$ cat src/rtl/ingress_queue.sv
// ingress_queue: per-ingress-port store-and-forward packet buffer feeding the egress schedulers.
// Define INGRESS_DROP_EN to drop packets that overflow the buffer (adds drop_count) instead of backpressuring.
module ingress_queue #(
    parameter int unsigned DATA_WIDTH = 8,
    parameter int unsigned IDX_WIDTH  = 2,
    parameter int unsigned DEPTH      = 16,
    parameter int unsigned ADDR_WIDTH = 4
) (
    input  logic                  clk,
    input  logic                  reset_n,
    input  logic [DATA_WIDTH-1:0] in_data,
    input  logic                  in_valid,
    input  logic                  in_last,
    input  logic [IDX_WIDTH-1:0]  in_dst,
    output logic                  in_ready,
    output logic [DATA_WIDTH-1:0] out_data,
    output logic                  out_valid,
    output logic                  out_last,
    output logic [IDX_WIDTH-1:0]  out_dst,
    input  logic                  out_ready,
    output logic [ADDR_WIDTH:0]   pkt_count
`ifdef INGRESS_DROP_EN
    ,
    output logic [15:0]           drop_count
`endif
);

    localparam int unsigned PTR_W = ADDR_WIDTH + 1;
    localparam int unsigned CNT_W = ADDR_WIDTH + 1;

    typedef enum logic [1:0] {
        IN_HEAD = 2'd0,
        IN_BODY = 2'd1
`ifdef INGRESS_DROP_EN
        ,
        IN_DROP = 2'd2
`endif
    } in_state_e;

    in_state_e state_q;
    in_state_e state_d;

    logic [DATA_WIDTH-1:0] mem_data [DEPTH];
    logic                  mem_last [DEPTH];
    logic [IDX_WIDTH-1:0]  desc_mem [DEPTH];

    logic [PTR_W-1:0] wr_ptr;
    logic [PTR_W-1:0] rd_ptr;
    logic [PTR_W-1:0] d_wr_ptr;
    logic [PTR_W-1:0] d_rd_ptr;

    logic full;
    logic accept;
    logic desc_wr;
    logic commit;
    logic rd_fire;
    logic pop;

`ifdef INGRESS_DROP_EN
    logic [PTR_W-1:0] commit_ptr;
    logic             drop_start;
`endif

    assign full = (wr_ptr[ADDR_WIDTH] != rd_ptr[ADDR_WIDTH]) &&
                  (wr_ptr[ADDR_WIDTH-1:0] == rd_ptr[ADDR_WIDTH-1:0]);

    // Head presentation: gated so everything reads zero while no complete packet is stored
    assign out_valid = (pkt_count != CNT_W'(0));
    assign out_data  = out_valid ? mem_data[rd_ptr[ADDR_WIDTH-1:0]] : '0;
    assign out_last  = out_valid & mem_last[rd_ptr[ADDR_WIDTH-1:0]];
    assign out_dst   = out_valid ? desc_mem[d_rd_ptr[ADDR_WIDTH-1:0]] : '0;

    assign rd_fire = out_valid && out_ready;
    assign pop     = rd_fire && out_last;
    assign commit  = accept && in_last;

    // Input FSM state register
    always_ff @(posedge clk or negedge reset_n) begin
        if (!reset_n) begin
            state_q <= IN_HEAD;
        end else begin
            state_q <= state_d;
        end
    end

    // Input FSM next state
    always_comb begin
        state_d = state_q;
        case (state_q)
            IN_HEAD: if (accept && !in_last) state_d = IN_BODY;
            IN_BODY: if (accept && in_last)  state_d = IN_HEAD;
`ifdef INGRESS_DROP_EN
            IN_DROP: if (in_valid && in_last) state_d = IN_HEAD;
`endif
            default: state_d = IN_HEAD;
        endcase
`ifdef INGRESS_DROP_EN
        if (drop_start) state_d = in_last ? IN_HEAD : IN_DROP;
`endif
    end

    // Input FSM outputs: acceptance, descriptor write, drop trigger
    always_comb begin
        in_ready = 1'b1;
        accept   = 1'b0;
        desc_wr  = 1'b0;
`ifdef INGRESS_DROP_EN
        drop_start = in_valid && full && (state_q != IN_DROP);
        accept     = in_valid && !full && (state_q != IN_DROP);
`else
        in_ready = !full;
        accept   = in_valid && !full;
`endif
        desc_wr = accept && (state_q == IN_HEAD);
    end

    // Pointers and packet count
    always_ff @(posedge clk or negedge reset_n) begin
        if (!reset_n) begin
            wr_ptr     <= '0;
            rd_ptr     <= '0;
            d_wr_ptr   <= '0;
            d_rd_ptr   <= '0;
            pkt_count  <= '0;
`ifdef INGRESS_DROP_EN
            commit_ptr <= '0;
            drop_count <= '0;
`endif
        end else begin
            if (accept)  wr_ptr   <= wr_ptr + PTR_W'(1);
            if (desc_wr) d_wr_ptr <= d_wr_ptr + PTR_W'(1);
            if (rd_fire) rd_ptr   <= rd_ptr + PTR_W'(1);
            if (pop)     d_rd_ptr <= d_rd_ptr + PTR_W'(1);
            pkt_count <= pkt_count + CNT_W'(commit) - CNT_W'(pop);
`ifdef INGRESS_DROP_EN
            if (desc_wr) commit_ptr <= wr_ptr;
            // Overflow: discard the partial packet and its descriptor
            if (drop_start) begin
                if (state_q == IN_BODY) begin
                    wr_ptr   <= commit_ptr;
                    d_wr_ptr <= d_wr_ptr - PTR_W'(1);
                end
                if (drop_count != 16'hFFFF) drop_count <= drop_count + 16'd1;
            end
`endif
        end
    end

    // Beat and descriptor storage
    always_ff @(posedge clk) begin
        if (accept) begin
            mem_data[wr_ptr[ADDR_WIDTH-1:0]] <= in_data;
            mem_last[wr_ptr[ADDR_WIDTH-1:0]] <= in_last;
        end
        if (desc_wr) begin
            desc_mem[d_wr_ptr[ADDR_WIDTH-1:0]] <= in_dst;
        end
    end

endmodule

$ cat config.mk
export PLATFORM = sky130hd
export DESIGN_NAME = ingress_queue
export DESIGN_NICKNAME = d
export VERILOG_FILES = /design/src/rtl/ingress_queue.sv
export SDC_FILE = /design/constraint.sdc
export NUM_CORES = 1
export LEC_CHECK = 0
export ABC_AREA = 1
export CAP_MARGIN = 25
export CORE_ASPECT_RATIO = 0.5
export CORE_MARGIN = 2
export CORE_UTILIZATION = 50
export CTS_CLUSTER_SIZE = 16
export DETAILED_ROUTE_END_ITERATION = 6
export PLACE_DENSITY = 0.67
export SLEW_MARGIN = 20
export SYNTH_ARGS = -nofsm -noshare
export SYNTH_HDL_FRONTEND = slang
export SYNTH_SLANG_ARGS = --single-unit
$ cat constraint.sdc
create_clock -name clk -period 2.93 [get_ports clk]
set_input_delay 0.4395 -clock clk [delete_from_list [all_inputs] [get_ports clk]]
set_output_delay 0.4395 -clock clk [all_outputs]
set_load 0.02 [all_outputs]
Word level (Yosys, flattened, before mapping) --
Memory sizes are Yosys's and may differ from the RTL's. Index checks and enable logic that the tools add are counted.
Word-level totals: input bits 15, memories kept 3, bits in read-only memories 0, bits in writable memories 176, output and inout bits 18, bits in latches 0, word-level logic and storage cells 42, register bits 27
Memories:
- mem_data | words 16, bits a word 8, rd ports 1, clocked after Yosys merged registers in 0, wr ports 1, RTL line 43 | logic [DATA_WIDTH-1:0] mem_data [DEPTH];
- desc_mem | words 16, bits a word 2, rd ports 1, clocked after Yosys merged registers in 0, wr ports 1, RTL line 45 | logic [IDX_WIDTH-1:0] desc_mem [DEPTH];
- mem_last | words 16, bits a word 1, rd ports 1, clocked after Yosys merged registers in 0, wr ports 1, RTL line 44 | logic mem_last [DEPTH];
Cells by class: shifts and indexed selects 0, $lt $le $gt $ge 0, $mul 0, bitwise gates (word level) 1, div/mod/pow operators 0, $add $sub $neg 6, reduce and logical (&&, ||, !) cells 12, multiplexer cells 9, equal/unequal tests 5
Operator list (count):
- 5-bit by 1-bit adder with 5-bit output, second input constant | 4
- 8-bit two-way mux | 1
- 1-bit logical AND | 7
- 2-bit two-way mux | 3
- 5-bit by 1-bit adder with 5-bit output | 1
- 5-bit nonzero test | 1
- 5-bit by 1-bit subtractor with 5-bit output | 1
- 4-bit equality test | 1
- 1-bit two-way mux | 4
- 2-bit != test, second input constant | 2
- 2-bit one-hot mux with 2 select lines | 1
- 2-bit by 1-bit equality test with 1-bit output, second input constant | 1
- 1-bit zero test | 2
- 2-bit zero test | 1
- 2-bit AND reduction | 1
- 1-bit AND | 1
- 1-bit != test | 1

Depth between registers and ports, before layout --
depth in word-level cells 7, mapped depth 19, depth with buffers taken out 18

Worst setup path after synthesis --
No wires, ideal clock.
path kind flip-flop to flip-flop, from register pkt_count[3], to register pkt_count[4], clock period less this slack 2.743 ns, setup slack 0.187 ns, arrival 2.664 ns, data required time 2.851 ns, library setup time 0.079 ns, cell stages (with the launch flop) 16, path buffers 0, cells stage by stage dfrtp_1 > inv_1 > ha_1 > nand3_1 > nand2_1 > inv_1 > nand2_2 > inv_1 > ha_1 > inv_1 > ha_1 > fa_1 > a21oi_1 > nor2_1 > nor2_1 > xor2_1
On the way: cells in the longest elaborated chain, start to end 4, elaborated cells between the ends (all ways) 6, classes of those cells add/sub (2); bitwise (1); reduce/logical (3)
Ends and longest elaborated chain:
- from (decl) | RTL line 21 | output logic [ADDR_WIDTH:0] pkt_count
- from (signal assigned) | RTL line 134 | pkt_count <= pkt_count + CNT_W'(commit) - CNT_W'(pop);
- 5-bit nonzero test (*) | RTL line 68 | assign out_valid = (pkt_count != CNT_W'(0));
- named net out_valid | RTL line 17 | output logic out_valid,
- 1-bit AND or 1-bit logical AND (tied branches) | RTL line 70, 73
- 1-bit logical AND (*) | RTL line 74 | assign pop = rd_fire && out_last;
- named net pop | RTL line 57 | logic pop;
- 5-bit by 1-bit subtractor with 5-bit output (*) | RTL line 134
The timed path passes the listed nets; every way through them passes the cells marked *. A chain may end at the register's enable or synchronous reset.

Worst setup path in the final report --
from register rd_ptr[0], to output port out_data[3]
On the way: cells in the longest elaborated chain, start to end 2
Ends and longest elaborated chain:
- from (decl) | RTL line 48 | logic [PTR_W-1:0] rd_ptr;
- from (signal assigned) | RTL line 132 | if (rd_fire) rd_ptr <= rd_ptr + PTR_W'(1);
- memory 16 x 8 bit
- 8-bit two-way mux | RTL line 69 | assign out_data = out_valid ? mem_data[rd_ptr[ADDR_WIDTH-1:0]] : '0;
- to (decl) | RTL line 16 | output logic [DATA_WIDTH-1:0] out_data,
No other way between the ends.

==> impl_metrics.ini <==
[setup_path]
start_kind = flop
cp.buffers_inverters = 3
crit_chain = buf_12, buf_6, o21ai_0, o211ai_1, nand3_1, a21oi_2, dlygate4sd2_1
crit_required_ps = 2490
slowest_stage = dfrtp_2
cp_top_family = buffers and inverters
path_class = reg -> out
max_stage_delay_ps = 490
crit_arrival_ps = 2380
cp-end-kind = primary output
path_max_fanout = 28

[floorplan]
dieArea_mm2 = 0.01861
core_area_mm2 = 0.01723
initial_core_util = 0.5070
die_width_um = 190.9
die_h_um = 97.46
rows = 34
io_pins = 33

[timing]
fin_crit_ps = 2818
finalCritPeriodShare = 0.9616
max_freq_mhz = 354.9
skew_ps = 13.03
worstMarginPinSlew_ps = 759.6
rsz0062_at_grt = true
final-hold-violation-count = 0
final_max_slew_viol_count = 0
setup-violations-final = 0
slew_headroom = 0.4920

[finish]
diodes = 0
ff_latch_area_mm2 = 0.005891
fin_nets = 849
multiInputGateArea_mm2 = 0.002366
fill_cells = 1388
fin_cells = 1064
syn_to_final_growth_pct = 14.84
layout-drive-gt1-share = 0.1229

[logic_synthesis]
netlist_area_mm2 = 0.008735
async_reset_ff_frac = 0.1200
syn-num-nets = 792
synth_seq_area_share = 0.6738
synth_top_area_cell = edfxtp_1
synth_cell_type_count = 30
netlist_top_cells_area = edfxtp_1 (61%), dfrtp_1 (6.9%), nor2_1 (6.7%), nand2_1 (4.0%), o21ai_0 (3.2%)
ys_warn_count = 0
ys_top_cells_by_count = edfxtp_1 (176), nor2_1 (157), nand2_1 (94)
synth.avg_cell_area_um2 = 11.49
synth-edff-count = 176
yosys_most_used_dff = edfxtp_1
synth_top_area_share = 0.6051
post-synth-top-count-cell = edfxtp_1
syn_inst = 760
synth-seq-cells = 200

[drt]
dr_total_vias = 5682
antenna_left = 0
avgViaCountPerCell = 5.340
drtPass1Iterations = 5
drc = 0
dr_wl_met3_um = 1158
drt_iter0_markers = 594
met1_length_um = 8794
maxUsedRoutingLayer = met4
wl_per_cell_um = 17.90
wl_met2_um = 8866
routed_wl_um = 19050

[place]
hpwl_um = 11460
numPortBuffers = 32
dp_cells = 1025
gp_congestion = 0.7920

[clock_tree]
cts-root-buf = clkbuf_16
cts.clk_slew.worst_paths_ps = 70
cts_buffers = 17
clock_sinks = 200
hold_buffers = 0
htreeDepth = 4
cts_tree = yes
clkLatencyLatePin_ps = 430
clock_path_buffers = 2

[power]
total_power_mw = 10.18
p_per_area_mw_per_mm2 = 1015
p_leak_nw = 3.760
ir_drop_uv = 601.3

[global_route]
grt_pass1_wl_um = 30260
overflow = 0
grt_usage = 0.2168
grt_pass1_vias = 5631
grt_max_degree = 33
antenna_found_initial = 0

[flow_run]
maxCapViolations = 0

[min_path]
hp-class = in -> async

[run_status]
outcome = completed
layout make-up:
| type | instances | share of cell area |
|---|---|---|
| Clock buffer | 18 | 0.04278 |
| Clock inverter | 14 | 0.01310 |
| Inverter | 56 | 0.02183 |
| Multi-Input combinational cell | 470 | 0.2359 |
| Sequential cell | 200 | 0.5873 |
| Tap cell | 234 | 0.02919 |
| Timing Repair Buffer | 72 | 0.06998 |
stage by stage:
step / cell area, µm² / utilization / hold WS, ps / TNS, ps / worst slack (ps)
after floorplan: 8735 / - / 143.9 / 0 / 186.7
after global placement: 9341 / 0.5422 / 483.7 / 0 / 205.4
after detailed placement: 9341 / 0.5422 / 482.8 / 0 / 149.9
after CTS: 10010 / 0.5808 / 377.5 / 0 / 11.39
after global routing: 10030 / 0.5822 / 401.5 / -3.005 / -3.005
final: 10030 / 0.5822 / 367.6 / 0 / 112.5
worst register-to-register path, stage by stage (launching register included):
cell	delay [ps]
dfrtp_2	490
buf_16	220
nand2_1	80
nand3_1	100
nand3_1	100
nand3_2	110
nand2_2	110
nand2_4	100
inv_1	40
ha_1	260
inv_1	40
ha_1	200
fa_2	370
a21oi_2	140
nor2_1	50
nor2_1	100
xor2_1	140
where the power goes:
part,internal [mW],switching [mW]
logic,1.55,2.60
clock network,1.13,1.11
registers,3.48,0.312
total,6.16,4.02
placed cells by master, fill, tap and decap left out, types with 6 or more instances in the layout:
master | netlist | layout
o21ai_1 | 46 | 46
nand3_1 | 32 | 32
clkdlybuf4s50_1 | 0 | 21
o211ai_1 | 22 | 22
edfxtp_1 | 176 | 176
a21oi_2 | 7 | 8
ha_1 | 16 | 16
nand2_1 | 94 | 94
o21ai_0 | 55 | 55
clkbuf_16 | 0 | 17
dfrtp_1 | 24 | 20
buf_4 | 2 | 32
a21oi_1 | 9 | 8
inv_1 | 49 | 47
nand2_2 | 7 | 6
nor2_1 | 157 | 157
dlygate4sd2_1 | 0 | 8
xor2_1 | 16 | 16
routing by layer:
layer  vias to the layer above  GRT usage
li1                       2725          -
met1                      2771     0.3100
met2                       165     0.3459
met3                        21    0.03720
met4                         0    0.05725
met5                         -          0
state kept, by name, indices dropped and copies added, names as in the netlist:
| signal | flops |
|---|---|
| d_rd_ptr | 4 |
| desc_mem | 32 |
| state_q | 1 |
| pkt_count | 5 |
| d_wr_ptr | 4 |
| mem_data | 128 |
| mem_last | 16 |
| rd_ptr | 5 |
| wr_ptr | 5 |
worst paths after layout:
path                                        from                 endpoint  slack (ps)  depth (start not counted)
min in group clk           rd_ptr[4]$_DFFE_PN0P_    rd_ptr[4]$_DFFE_PN0P_         490                          1
setup reg to reg           rd_ptr[0]$_DFFE_PN0P_   pkt_count[4]$_DFF_PN0_         200                         16
hold reg to reg            rd_ptr[4]$_DFFE_PN0P_    rd_ptr[4]$_DFFE_PN0P_         490                          1
max in group asynchronous                reset_n    rd_ptr[1]$_DFFE_PN0P_        2280                          2
setup / recovery           rd_ptr[0]$_DFFE_PN0P_              out_data[3]         110                          7
hold / removal                           reset_n  d_wr_ptr[3]$_DFFE_PN0P_         370                          2
kinds of logic after synthesis:
family | share of synthesized area
AOI/OAI and AO/OA | 0.08896
xor gates and xnor gates | 0.01805
adders and majority gates | 0.02521
buffers and inverters | 0.05658
DFF | 0.6738
and+or+nand+nor | 0.1374
timing repair:
item	CTS	global route
endpoints found under the setup margin	11	4
gates resized for setup	18	7
gates cloned	2	0
setup buffers	3	2
No activity file was read; power rests on OpenSTA's default activity.
